==> src/rtl/traffic_pkg.sv <==
// Shared phase encoding and lamp constants for the two-road traffic controller.
package traffic_pkg;

  typedef enum logic [2:0] {
    NS_GREEN  = 3'd0,
    NS_YELLOW = 3'd1,
    RED_1     = 3'd2,
    EW_GREEN  = 3'd3,
    EW_YELLOW = 3'd4,
    RED_2     = 3'd5
  } phase_t;

  // Lamp vector layout is {ns_green, ns_yellow, ew_green, ew_yellow}.
  localparam logic [3:0] LIGHT_NS_G    = 4'b1000;
  localparam logic [3:0] LIGHT_NS_Y    = 4'b0100;
  localparam logic [3:0] LIGHT_ALL_RED = 4'b0000;
  localparam logic [3:0] LIGHT_EW_G    = 4'b0010;
  localparam logic [3:0] LIGHT_EW_Y    = 4'b0001;

endpackage

==> src/rtl/traffic_timer.sv <==
// Phase timer: counts cycles in the current phase and flags the last one.
module traffic_timer #(
  parameter int CNT_W = 8
) (
  input  logic             clk,
  input  logic             rst_n,
  input  logic             i_load,
  input  logic [CNT_W-1:0] i_duration,
  output logic             o_done
);

  logic [CNT_W-1:0] r_count;
  logic [CNT_W-1:0] w_last;

  assign w_last = i_duration - CNT_W'(1);
  assign o_done = (r_count == w_last);

  // i_load restarts the count at the start of every new phase.
  always_ff @(posedge clk or negedge rst_n) begin
    if (!rst_n) begin
      r_count <= '0;
    end else if (i_load) begin
      r_count <= '0;
    end else begin
      r_count <= r_count + CNT_W'(1);
    end
  end

endmodule

==> src/rtl/traffic.sv <==
// Fixed-time two-road intersection controller: green, yellow, all-red per road.
module traffic
  import traffic_pkg::*;
#(
  parameter int GREEN_CYCLES  = 5,
  parameter int YELLOW_CYCLES = 2,
  parameter int RED_CYCLES    = 1,
  parameter int CNT_W         = 8
) (
  input  logic       clk,
  input  logic       rst_n,
  output logic [3:0] light
);

  phase_t           r_phase;
  phase_t           w_phase_next;
  logic [CNT_W-1:0] w_duration;
  logic             w_done;
  logic             w_load;

  traffic_timer #(.CNT_W(CNT_W)) u_timer (
    .clk        (clk),
    .rst_n      (rst_n),
    .i_load     (w_load),
    .i_duration (w_duration),
    .o_done     (w_done)
  );

  always_ff @(posedge clk or negedge rst_n) begin
    if (!rst_n) begin
      r_phase <= NS_GREEN;
    end else begin
      r_phase <= w_phase_next;
    end
  end

  // Duration and lamps depend on the phase register alone, keeping light glitch-free of the counter.
  always_comb begin
    w_duration = CNT_W'(RED_CYCLES);
    light      = LIGHT_ALL_RED;
    case (r_phase)
      NS_GREEN:  begin w_duration = CNT_W'(GREEN_CYCLES);  light = LIGHT_NS_G; end
      NS_YELLOW: begin w_duration = CNT_W'(YELLOW_CYCLES); light = LIGHT_NS_Y; end
      EW_GREEN:  begin w_duration = CNT_W'(GREEN_CYCLES);  light = LIGHT_EW_G; end
      EW_YELLOW: begin w_duration = CNT_W'(YELLOW_CYCLES); light = LIGHT_EW_Y; end
      default:   begin w_duration = CNT_W'(RED_CYCLES);    light = LIGHT_ALL_RED; end
    endcase
  end

  // Unknown encodings fall back to all-red with a fresh count.
  always_comb begin
    w_phase_next = r_phase;
    w_load       = w_done;
    case (r_phase)
      NS_GREEN:  if (w_done) w_phase_next = NS_YELLOW;
      NS_YELLOW: if (w_done) w_phase_next = RED_1;
      RED_1:     if (w_done) w_phase_next = EW_GREEN;
      EW_GREEN:  if (w_done) w_phase_next = EW_YELLOW;
      EW_YELLOW: if (w_done) w_phase_next = RED_2;
      RED_2:     if (w_done) w_phase_next = NS_GREEN;
      default: begin
        w_phase_next = RED_1;
        w_load       = 1'b1;
      end
    endcase
  end

endmodule

==> config.mk <==
export PLATFORM = sky130hd
export DESIGN_NAME = traffic
export DESIGN_NICKNAME = d
export VERILOG_FILES = /design/src/rtl/traffic_pkg.sv /design/src/rtl/traffic_timer.sv /design/src/rtl/traffic.sv
export SDC_FILE = /design/constraint.sdc
export NUM_CORES = 1
export LEC_CHECK = 0
export BUFFER_PORTS_ARGS = -buffer_cell sky130_fd_sc_hd__buf_4
export CORE_ASPECT_RATIO = 0.9
export CORE_MARGIN = 1.5
export CORE_UTILIZATION = 52
export CTS_BUF_LIST = sky130_fd_sc_hd__clkbuf_4 sky130_fd_sc_hd__clkbuf_8 sky130_fd_sc_hd__clkbuf_16
export DETAILED_ROUTE_END_ITERATION = 6
export PLACE_DENSITY = 0.76
export SYNTH_ARGS = -nofsm -noshare
export SYNTH_HDL_FRONTEND = slang
export SYNTH_HIERARCHICAL = 1
export SYNTH_SLANG_ARGS = --single-unit
==> constraint.sdc <==
create_clock -name clk -period 2.82 [get_ports clk]
set_input_delay 0.564 -clock clk [delete_from_list [all_inputs] [get_ports clk]]
set_output_delay 0.564 -clock clk [all_outputs]
set_load 0.02 [all_outputs]
==> metrics.yaml <==
logic_synthesis:
  synth_fa_ha_area_share_pct: 2.890
  yosys.area_share.simple_pct: 31.79
  synthFlopType: "dfrtp_1"
  synth_seq_cells: 11
  synth-xor-area-share_pct: 18.06
  synth_compound_area_share_pct: 8.671
  async_reset_ff_share_pct: 100.0
  syn_inst: 92
  ys_seq_area_share_pct: 31.79
  yosysTopAreaCell: "dfrtp_1"
  synth_mux_area_share_pct: 1.156
  synth_cell_types: 38
  synth_top_area_share_pct: 31.79
  synth.area.top_cells: "dfrtp_1 32%, xnor2_1 8.1%, xor2_1 8.1%"
  syn_area_um2: 865.8
  ys_warn_count: 6
  avgSynthCellArea_um2: 9.411
  synth_edf_count: 0
  synth_top_family_by_area: "simple AND/OR/NAND/NOR gates"
critical_path:
  critPathBufInv: 2
  r2r_cells: 10
  required_ps: 2970
  path_cells: "nand2b_1 -> inv_1 -> ha_1 -> or3b_1 -> a211oi_1 -> o211ai_1 -> a211oi_2 -> buf_4 -> nand3b_4 -> xnor2_1"
  path_class: "reg2reg"
  r2r_slack_ps: 200
  end_kind: "flip-flop"
  cp_max_fo: 9
  crit_path_start_kind: "flip-flop"
  worstReg2RegEnd: "r_phase[1]"
  crit-reg2reg-launch: "r_phase[1]"
  crit_family: "simple AND/OR/NAND/NOR gates"
  slowest_stage: "dfrtp_1"
  cp_data_arrival_time_ps: 2770
  crit_path_max_incr_delay_ps: 490
clock_network:
  cts_buffers: 3
  post-cts-setup-buffers: 0
  cts.hold.buffers_added: 0
  cts_sinks: 11
  cts.path.max_buffers: 2
  htreeDepth: 1
  path_clk_slew_ps: 70
  clkLatencyLatePin_ps: 260
  cts_tree: "done"
  ctsRootBufferMaster: "clkbuf_4"
  ctsResizeCount: 0
routing:
  drt_iter0_drc: 14
  wl_um: 1611
  wl_per_cell_um: 11.35
  drcViolationCount: 0
  via_per_inst: 4.803
  postRouteAntennaNets: 0
  firstDrtPassIters: 4
  vias: 682
hold_path:
  hold_path.class: "in2async"
power:
  peakVddDrop_uv: 533.7
  combPwrFrac_pct: 56.1
  p_sw_share_pct: 42.52
  leakagePower_nw: 0.5147
  p_seq_share_pct: 32.3
  p_per_area_mw_per_mm2: 943.6
  p_int_w: 0.0005625
  switchingPower_w: 0.0004162
  p_clk_share_pct: 11.5
global_routing:
  antenna_found_initial: 0
  grt_pass1_wl_um: 2725
  grt_usage_pct: 19.30
  top_usage_layer: "met2"
  groute.layer.met3.usage_pct: 1.304
  grtUsageMet2_pct: 28.61
  grt_overflow: 0
  grt_pass1_vias: 659
  grt_max_degree: 12
  grt_use_met1_pct: 28.45
run:
  maxCapViolCount: 0
timing:
  rsz0062_at_grt: "no"
  slew_viol_final: 0
  setup_viol: 0
  finClkSkew_ps: 1.563
  fin_crit_ps: 2619
  hold_violations: 0
  max_freq_ghz: 0.3818
  finalCritPeriodShare_pct: 92.87
  tns_ps: 0
floorplanning:
  top_level_ports: 6
  core-area_mm2: 0.001496
  start_util_pct: 57.86
  die_w_um: 46.01
  row_count: 13
  die-area_mm2: 0.001919
  die_height_um: 41.71
finish:
  drive_above_1_share_pct: 18.33
  fillCellCount: 135
  layout_commonest_cell: "conb_1"
  fin_nets: 125
  area_growth_syn_to_layout_pct: 19.80
  antennaDiodeCount: 0
  layout_common_cells: "20 x conb_1, 13 x nor2_1, 11 x dfrtp_1"
  fin_util_pct: 69.31
placement:
  portBuffers: 5
  place_congestion: 0.8598
  dp_hpwl_um: 1293
outcome:
  status: "completed"
cell families after synthesis:
kind of cell / count (synthesis)
and+or+nand+nor: 43
xor gates and xnor gates: 17
DFF: 11
AOI/OAI and AO/OA: 10
buffers and inverters: 7
adders and majority gates: 2
other: 1
muxes: 1
power by group through the flow:
stage / sequential, W / clock (W) / combinational [W]
floorplan: 0.000282 / 0 / 0.000469
global placement: 0.000312 / 0 / 0.000525
detailed placement: 0.000317 / 0 / 0.000546
CTS: 0.000314 / 0.000120 / 0.000550
global route: 0.000328 / 0.000125 / 0.000610
finish: 0.000317 / 0.000113 / 0.000549
how the worst max path moves through the flow:
stage | startpoint | to | slack (ps) | cells after the start
final | r_phase[1] | r_phase[1] | 200 | 10
after global routing | r_phase[1] | r_phase[1] | 40 | 10
after CTS | r_phase[1] | r_phase[1] | 210 | 10
after detailed placement | r_phase[1] | r_phase[1] | 230 | 10
after global placement | r_phase[0] | r_phase[0] | 290 | 11
after floorplan | r_phase[0] | u_timer/r_count[2] | 180 | 12
flip-flops by register name (all words and copies together), names as in the netlist:
signal / count
r_phase: 3
u_timer/r_count: 8
stage by stage:
step,setup WS [ps],total power [W],hold WS [ps],instance area (um2),cells
finish,201.0,0.0009787,119.7,1037,142
global route,39.49,0.001062,118.2,1037,142
CTS,207.2,0.0009843,110.3,1037,142
detailed placement,225.5,0.0008631,404.3,1007,138
global placement,288.4,0.0008370,401.4,1007,138
floorplan,177.7,0.0007504,268.4,942.2,111
area by class of cell:
cell class	count	area, um2	share of cell area (%)
Inverter	2	7.507	0.7238
Timing Repair Buffer	10	75.07	7.238
Sequential cell	11	275.3	26.54
Tap cell	22	27.53	2.654
Clock buffer	4	30.03	2.895
Multi-Input combinational cell	93	621.8	59.95
synthesized netlist by cell type (2+ instances only):
| cell type | count |
|---|---|
| inv_1 | 2 |
| xor2_1 | 8 |
| xnor2_1 | 8 |
| nor2_1 | 13 |
| clkbuf_1 | 2 |
| nand3_1 | 4 |
| nand2_1 | 2 |
| ha_1 | 2 |
| nand2b_1 | 3 |
| a211oi_1 | 3 |
| and3_1 | 2 |
| nor3_1 | 3 |
| nor2b_1 | 2 |
| buf_6 | 2 |
| dfrtp_1 | 11 |
| a21oi_1 | 2 |
| and3b_1 | 2 |
metal layers:
metal,wire [um],vias up
met5,0,-
met3,16,0
met4,0,0
met2,788,5
li1,-,356
met1,806,321
Note: power is estimated with default switching activity, not from simulation.
